### config.mk
export PLATFORM = sky130hd
export DESIGN_NAME = unidade_acesso_memoria
export DESIGN_NICKNAME = d
export VERILOG_FILES = /design/src/rtl/unidade_acesso_memoria_pkg.sv /design/src/rtl/unidade_acesso_memoria_load_extend.sv /design/src/rtl/unidade_acesso_memoria.sv
export SDC_FILE = /design/constraint.sdc
export NUM_CORES = 1
export LEC_CHECK = 0
export CORE_AREA = 4 4 249 251
export CTS_CLUSTER_DIAMETER = 60
export CTS_CLUSTER_SIZE = 24
export DETAILED_ROUTE_END_ITERATION = 8
export DIE_AREA = 0 0 253 255
export PLACE_DENSITY = 0.47
export SLEW_MARGIN = 20
export SYNTH_ARGS = -nofsm -noshare
export SYNTH_HDL_FRONTEND = slang
export SYNTH_HIERARCHICAL = 1
export SYNTH_SLANG_ARGS = --single-unit
### constraint.sdc
create_clock -name clk -period 2.1 [get_ports clk]
set_input_delay 0.525 -clock clk [delete_from_list [all_inputs] [get_ports clk]]
set_output_delay 0.525 -clock clk [all_outputs]
set_load 0.1 [all_outputs]
### src/rtl/unidade_acesso_memoria_pkg.sv
// ctrl_pkg: shared FSM states, func3 size codes, latency limits and alignment check for the memory access unit.
package ctrl_pkg;
  typedef enum logic [2:0] {IDLE, READ, MERGE, WRITE, DONE} state_t;
  localparam logic [2:0] F3_B  = 3'b000;
  localparam logic [2:0] F3_H  = 3'b001;
  localparam logic [2:0] F3_W  = 3'b010;
  localparam logic [2:0] F3_D  = 3'b011;
  localparam logic [2:0] F3_BU = 3'b100;
  localparam logic [2:0] F3_HU = 3'b101;
  localparam logic [2:0] F3_WU = 3'b110;
  localparam int MEM_LAT_MIN = 1;
  localparam int MEM_LAT_MAX = 4;
  localparam int CNT_W = $clog2(MEM_LAT_MAX);
  function automatic logic misaligned(input logic [2:0] f3, input logic [2:0] off);
    return f3[1:0] == 2'd1 ? off[0] : f3[1:0] == 2'd2 ? |off[1:0] : f3[1:0] == 2'd3 ? |off : 1'b0;
  endfunction
endpackage

### src/rtl/unidade_acesso_memoria_load_extend.sv
// load_extend: pulls the addressed lane out of a doubleword and sign/zero-extends it to 64 bits.
module load_extend (
  input  logic [63:0] i_mem_rdata,
  input  logic [2:0]  i_offset,
  input  logic [2:0]  i_func3,
  output logic [63:0] o_ext
);
  logic [63:0] w_sh;
  logic        w_sgn;
  assign w_sh  = i_mem_rdata >> {i_offset, 3'b000};
  assign w_sgn = ~i_func3[2];
  assign o_ext = i_func3[1:0] == 2'd0 ? {{56{w_sgn & w_sh[7]}},  w_sh[7:0]}  :
                 i_func3[1:0] == 2'd1 ? {{48{w_sgn & w_sh[15]}}, w_sh[15:0]} :
                 i_func3[1:0] == 2'd2 ? {{32{w_sgn & w_sh[31]}}, w_sh[31:0]} : w_sh;
endmodule

### src/rtl/unidade_acesso_memoria.sv
// unidade_acesso_memoria: multicycle load/store sequencer with read-modify-write for partial stores.
module unidade_acesso_memoria
  import ctrl_pkg::*;
#(
  parameter int MEM_LAT = 1
) (
  input  logic        clk,
  input  logic        reset,
  input  logic        req,
  input  logic        we,
  input  logic [2:0]  func3,
  input  logic [63:0] addr,
  input  logic [63:0] wdata,
  output logic        busy,
  output logic        done,
  output logic        err,
  output logic [63:0] rdata,
  output logic [63:0] mem_addr,
  output logic        mem_wr,
  output logic [63:0] mem_wdata,
  input  logic [63:0] mem_rdata
);
  state_t             r_state, w_next;
  logic               r_we, r_err;
  logic [2:0]         r_func3, r_off;
  logic [63:0]        r_wdata;
  logic [CNT_W-1:0]   r_cnt;
  logic               w_bad;
  logic [63:0]        w_ext, w_lane, w_mask, w_merged;
  assign w_bad = func3 == 3'b111 || (we && func3[2]) || misaligned(func3, addr[2:0]);
  load_extend u_ext (
    .i_mem_rdata(mem_rdata),
    .i_offset   (r_off),
    .i_func3    (r_func3),
    .o_ext      (w_ext)
  );
  // Store merge keeps every byte of the fetched doubleword outside the addressed lane.
  assign w_lane   = r_func3[1:0] == 2'd0 ? 64'hFF : r_func3[1:0] == 2'd1 ? 64'hFFFF :
                    r_func3[1:0] == 2'd2 ? 64'hFFFF_FFFF : '1;
  assign w_mask   = w_lane << {r_off, 3'b000};
  assign w_merged = (mem_rdata & ~w_mask) | ((r_wdata << {r_off, 3'b000}) & w_mask);
  always_comb begin
    w_next = r_state;
    case (r_state)
      IDLE:    w_next = !req ? IDLE : w_bad ? DONE : (we && func3 == F3_D) ? WRITE : READ;
      READ:    w_next = r_cnt == '0 ? MERGE : READ;
      MERGE:   w_next = r_we ? WRITE : DONE;
      WRITE:   w_next = DONE;
      DONE:    w_next = IDLE;
      default: w_next = IDLE;
    endcase
    busy = r_state != IDLE;
    done = r_state == DONE;
    err  = done & r_err;
  end
  always_ff @(posedge clk) begin
    if (reset) begin
      r_state   <= IDLE;
      r_we      <= 1'b0;
      r_err     <= 1'b0;
      r_func3   <= '0;
      r_off     <= '0;
      r_wdata   <= '0;
      r_cnt     <= '0;
      rdata     <= '0;
      mem_addr  <= '0;
      mem_wr    <= 1'b0;
      mem_wdata <= '0;
    end else begin
      r_state <= w_next;
      mem_wr  <= w_next == WRITE;
      if (r_state == IDLE && req) begin
        r_we     <= we;
        r_func3  <= func3;
        r_off    <= addr[2:0];
        r_wdata  <= wdata;
        r_err    <= w_bad;
        r_cnt    <= CNT_W'(MEM_LAT - 1);
        mem_addr <= {addr[63:3], 3'b000};
        if (we) mem_wdata <= wdata;
      end
      if (r_state == READ && r_cnt != '0) r_cnt <= r_cnt - 1'b1;
      if (r_state == MERGE && r_we) mem_wdata <= w_merged;
      if (r_state == MERGE && !r_we) rdata <= w_ext;
    end
  end
endmodule

==> impl_metrics.toml, run 1 <==
[run_status]
status = "finished with violations"
violations = "negative setup slack"

[global_routing]
antenna_found_initial = 9
grt_pass1_wl_mm = 105
overflow = 0
grt_pass1_vias = 15400
grt_usage = 0.216
grt_start_max_net_pins = 88

[clock_tree]
cts_max_path_buffers = 3
h-tree-depth = 2
clockRootBuffer = "clkbuf_16"
clock_sinks = 267
cts_tree = "done"
path_clk_slew_ps = 70
worstSkewPairLatency_ps = 560
cts_buffers = 35

[layout]
post-route-util = 0.390
drive_gt1_frac = 0.287
final_nets = 2526
area_growth_pct = 57.8
stdcell_count = 3141

[pwr]
p_switching_mw = 6.58
power_density_nw_per_um2 = 753
p_seq_frac = 0.320
pwr-share-clk = 0.343
swShare = 0.374
vdd_ir_drop_max_mv = 0.465
internal_power_mw = 11.0
power.leakage_nw = 8.96
pwr-share-comb = 0.337

[yosys]
syn_area_per_cell_um2 = 8.13
async_reset_ff_frac = 0
synthAdderAreaFrac = 0.000845
synth_top_family_by_area = "compound AO/OA/AOI/OAI gates"
netlist_instances = 1822
synth_edf_count = 0
synth_most_common_cell = "nand2_1"
synth_ff_type = "dfxtp_1"
seq_area_frac_synth = 0.361
synthSimpleGateAreaFrac = 0.194
synth_area_leader_cell = "dfxtp_1"
yosys_warnings = 6
netlist_area_um2 = 14800
synth-compound-area-share = 0.229
synth_top_area_frac = 0.361
ys_seq_elements = 267
yosys-top-cells-count = "505 x nand2_1, 267 x dfxtp_1, 240 x a21oi_1, 127 x mux2i_1, 96 x clkbuf_1"
synthMuxAreaShare = 0.150
synth_xor_area_frac = 0
synth.distinct_cells = 74
synthTopCellsByArea = "dfxtp_1 36%, nand2_1 13%, mux2i_1 8.6%"

[timing]
setup_violations = 1
slew_viol_final = 0
fmax_mhz = 474
rsz0062_at_grt = "true"
finalHoldViolations = 0
worst_slew_pin_slew_ps = 821
fin_ws_ps = -7.86
fin_crit_ps = 2110
tns_ps = -7.86
hold_slack_ps = 404
finClkSkew_ps = 20.9
finalCritPeriodShare = 1.00
relSlewSlack = 0.452

[worst_setup_path]
crit_end = "rdata[60]"
cp.required_ps = 2580
worst-setup-path-type = "flop to flop"
r2r-end = "rdata[60]"
start_kind = "flop"
arrival_ps = 2590
crit_start = "r_off[1]"
regToRegSetupSlack_ps = -8
r2r-start = "r_off[1]"
critPathMaxFanout = 15
r2r_cells = 9
cp-end-kind = "flop"

[drt]
vias_per_cell = 5.12
wl_met2_mm = 34.7
wl_met3_mm = 5.96
wl_per_cell_um = 23.9
dr_total_vias = 16100
drt-total-wl_mm = 75.0
drc = 0
final_antenna_net_count = 0
highest_layer = "met5"
drt_iter0_markers = 1174
firstDrtPassIters = 5
wl_met1_mm = 31.7

[placement]
portBuffers = 391
place_ws_ps = -653
dp.cells = 3045
hpwl_mm = 57.6
gp_congestion = 0.927

[floorplan]
die_w_um = 253
core.rowCount = 90
dieArea_um2 = 64500
core_um2 = 59900
die_h_um = 255
ioPinCount = 395
initial_core_util = 0.247

[min_path]
whs_path_depth = 2
hold_path_class = "primary input to flop"

[job]
drv_cap = 0
==> area by class of cell <==
class                           count  area, um2
Sequential cell                   267       5360
Fill cell                        6038      36500
Clock inverter                     25        221
Clock buffer                       38        917
Inverter                           13       48.8
Multi-Input combinational cell   1362       8740
Antenna cell                        7       17.5
Tap cell                          782        978
Timing Repair Buffer              647       7080
==> power by group through the flow <==
stage	registers (mW)	clock network [mW]	logic (mW)
6_report	5.63	6.05	5.92
5_1_grt	5.66	6.42	6.19
4_1_cts	5.63	6.22	5.71
3_5_place_dp	5.74	0	5.64
3_3_place_gp	5.74	0	5.64
2_1_floorplan	6.92	0	2.15
==> through the flow <==
step | area, um2 | power [mW]
4_1_cts | 22900 | 17.6
5_1_grt | 23400 | 18.3
3_5_place_dp | 21600 | 11.4
6_report | 23400 | 17.6
2_1_floorplan | 14800 | 9.07
3_3_place_gp | 21600 | 11.4
==> routing by layer <==
layer  vias to the layer above  track usage
li1                       7508            -
met1                      7805        0.292
met2                       638        0.342
met3                       132       0.0517
met4                         8       0.0720
met5                         -            0
==> critical path: stages, from the launching register on <==
cell       delay [ps]
dfxtp_4           360
buf_6             140
or3b_4            410
a2111oi_4         310
buf_6             190
buf_8             150
a22oi_1            90
o22ai_1           150
nand2_1            90
a21oi_2           120
==> cells by family (layout without fill, tap and decap cells) <==
family | after synthesis | in the layout
mux | 180 | 180
fa+ha+maj | 1 | 1
simple gates | 677 | 677
compound gates | 501 | 501
flops | 267 | 267
other cells | 1 | 10
buf+inv | 195 | 723
==> cells in the final DEF, fill, tap and decap left out, types with 7 or more instances in the layout <==
cell	instances
nor3_1	22
nand2_1	502
nor2b_1	23
o221ai_1	9
o22ai_2	30
a21oi_1	233
o22ai_1	35
clkbuf_16	40
a21oi_2	8
inv_6	8
clkdlybuf4s50_1	193
mux4_2	31
inv_1	10
dfxtp_1	261
buf_4	304
a22oi_1	28
a311oi_1	17
mux2_2	22
a211oi_1	35
nand2b_1	8
a22oi_2	7
mux2i_1	121
buf_12	119
a211o_1	7
o21ai_0	21
nor2_1	49
buf_6	15
or3_1	17
o2bb2ai_1	14
a31o_2	7
nor4_1	14
diode_2	7
==> sequential cells by signal, summed over array words and instances, names as in the netlist <==
name	count
mem_addr	61
r_state	3
mem_wr	1
r_off	3
mem_wdata	64
r_cnt	2
r_wdata	64
rdata	64
r_func3	3
r_err	1
r_we	1
==> how the worst min path moves through the flow <==
stage                             from           end
after floorplan            r_wdata[56]   r_wdata[56]
after global placement    mem_addr[57]  mem_addr[57]
after detailed placement   r_wdata[58]   r_wdata[58]
after CTS                        reset  mem_addr[57]
after global routing             reset  mem_addr[57]
final                            reset  mem_addr[57]
==> what timing repair did <==
action	in CTS	in global routing
cloned	2	6
gates resized for setup	24	51
setup buffers	7	11
hold buffers	0	0
pin swaps	7	19
setup endpoints to repair	55	74
Power figures use the tool's default switching activity.
==> inputs of run 2 (changes only) <==
--- a/config.mk
+++ b/config.mk
@@ -5,12 +5,14 @@
 export SDC_FILE = /design/constraint.sdc
 export NUM_CORES = 1
 export LEC_CHECK = 0
-export CORE_AREA = 4 4 249 251
+export CAP_MARGIN = 20
+export CORE_AREA = 4 4 228 230
 export CTS_CLUSTER_DIAMETER = 60
 export CTS_CLUSTER_SIZE = 24
 export DETAILED_ROUTE_END_ITERATION = 8
-export DIE_AREA = 0 0 253 255
-export PLACE_DENSITY = 0.47
+export DIE_AREA = 0 0 232 234
+export PLACE_DENSITY = 0.54
+export REMOVE_ABC_BUFFERS = 1
 export SLEW_MARGIN = 20
 export SYNTH_ARGS = -nofsm -noshare
 export SYNTH_HDL_FRONTEND = slang
==> run 2 against run 1 <==
The flow now finishes without violations; combinational power fell by 9.1%; non-clock buffer count is 54 lower; global-route usage grew 0.89 points; critical path depth is 5 lower; first-iteration DRC count up 2.6%; via count shrank 2.8%; sequential power barely moved; sequential share of layout area grew 1.2 points; count of clock-buffer cells in the layout up 3; clock skew is 7.6 ps lower; clock power is 6.8% higher; largest cell class unchanged; largest power group unchanged.
==> impl_metrics.toml, run 2 (synthesis gave the netlist of run 1 again) <==
[clock_tree]
path_clk_slew_ps = 60
h-tree-depth = 2
ctsHoldBuffers = 0
worstSkewPairLatency_ps = 550
cts_buffers = 34
cts_tree = "done"
clockRootBuffer = "clkbuf_16"
cts_max_path_buffers = 3
clock_sinks = 267

[timing]
tns_ps = 0
slew_viol_final = 0
fmax_mhz = 479
finalCritPeriodShare = 0.995
finalHoldViolations = 0
relSlewSlack = 0.493
rsz0062_at_grt = "true"
worst_slew_pin_slew_ps = 758
fin_crit_ps = 2090
setup_violations = 0
finClkSkew_ps = 13.3

[floorplan]
die_h_um = 234
core.rowCount = 82
die_w_um = 232
dieArea_um2 = 54300
ioPinCount = 395
core_um2 = 49900
initial_core_util = 0.297

[layout]
area_growth_pct = 50.1
stdcell_area_um2 = 22200
drive_gt1_frac = 0.254
final_nets = 2471
mostFrequentLayoutCells = "502 x nand2_1, 300 x buf_4, 261 x dfxtp_1"
mostFrequentLayoutCell = "nand2_1"
largestRegisters = "mem_wdata: 64 flops, r_wdata: 64 flops, rdata: 64 flops"
post-route-util = 0.446

[drt]
dr_total_vias = 15600
wl_per_cell_um = 21.6
drt-total-wl_mm = 64.2
firstDrtPassIters = 6
drt_iter0_markers = 1205
final_antenna_net_count = 0
vias_per_cell = 5.25
drc = 0

[worst_setup_path]
r2r-start = "r_off[1]"
worst-setup-path-type = "flop to output port"
crit_start = "r_state[0]"
r2r_cells = 7
start_kind = "flop"
r2r-end = "mem_wdata[36]"
arrival_ps = 1560
critPathMaxFanout = 5
cp-end-kind = "output port"
crit_end = "err"
path_cells = "buf_6, nor3b_4, and2_4, buf_12"
cp_slowest_stage_delay_ps = 320
crit_path_top_delay_cell = "dfxtp_2"
regToRegSetupSlack_ps = 70
cp.required_ps = 1570

[pwr]
pwr-share-clk = 0.370
internal_power_mw = 11.3
pwr-share-comb = 0.308
power_density_nw_per_um2 = 785
vdd_ir_drop_max_mv = 0.602
swShare = 0.352
power.leakage_nw = 8.53
p_switching_mw = 6.15
p_seq_frac = 0.322

[global_routing]
overflow = 0
grt_usage = 0.225
antenna_found_initial = 12
grt_start_max_net_pins = 135
grt_pass1_vias = 15100
grt_pass1_wl_mm = 95.1

[placement]
hpwl_mm = 48.2
gp_congestion = 0.898
placed_area_um2 = 20800
portBuffers = 391

[min_path]
hold_path_class = "primary input to flop"

[job]
drv_cap = 0

[run_status]
status = "finished clean"
## run 2: area by class of cell
type | instances | area, um2
fillers | 5077 | 27600
multi-input cells | 1362 | 8580
repair buffers | 593 | 6130
flip-flops and latches | 267 | 5360
clock buffers | 41 | 951
well taps | 672 | 841
clock inverters | 20 | 288
inverters | 13 | 48.8
diodes | 10 | 25.0
## run 2: power groups by stage
stage               clock (mW)  sequential (mW)  combinational [mW]
global placement             0             5.72                5.28
detailed placement           0             5.73                5.32
global route              6.84             5.65                5.67
finish                    6.46             5.62                5.38
floorplan                    0             7.05                1.88
CTS                       6.62             5.62                5.34
## run 2: worst min path at each step
stage | from | to | slack (ps) | cells after the start
after global placement | r_wdata[56] | r_wdata[56] | 440 | 2
final | reset | r_state[0] | 420 | 2
after global routing | reset | r_wdata[50] | 430 | 2
after CTS | reset | r_wdata[50] | 410 | 2
after floorplan | r_wdata[56] | r_wdata[56] | 430 | 2
after detailed placement | r_wdata[62] | r_wdata[62] | 450 | 2
## run 2: what timing repair did
item / CTS / global route
setup buffers: 1 / 3
pin swaps: 2 / 3
gates resized for setup: 10 / 8
gates cloned: 0 / 2
endpoints found under the setup margin: 3 / 40
## run 2: metrics by stage
stage	setup slack [ps]	hold WS, ps	instances	total power, mW
finish	10.1	421	2978	17.5
global route	-47.3	434	2974	18.2
CTS	-30.8	408	2963	17.6
detailed placement	-499	445	2901	11.0
global placement	-458	436	2901	11.0
floorplan	-7470	426	1642	8.93
## run 2: critical path, delay by kind of cell, from the launching register on
family / cells / cell delay (ps)
buf+inv: 2 / 300
simple gates: 2 / 390
flops: 1 / 320
## run 2: metal layers
layer	vias to the layer above	GRT usage	part of all wire
met5	-	0	0.00087
met4	8	0.0891	0.036
met3	120	0.0544	0.077
met2	598	0.359	0.46
met1	7483	0.296	0.42
li1	7425	-	-
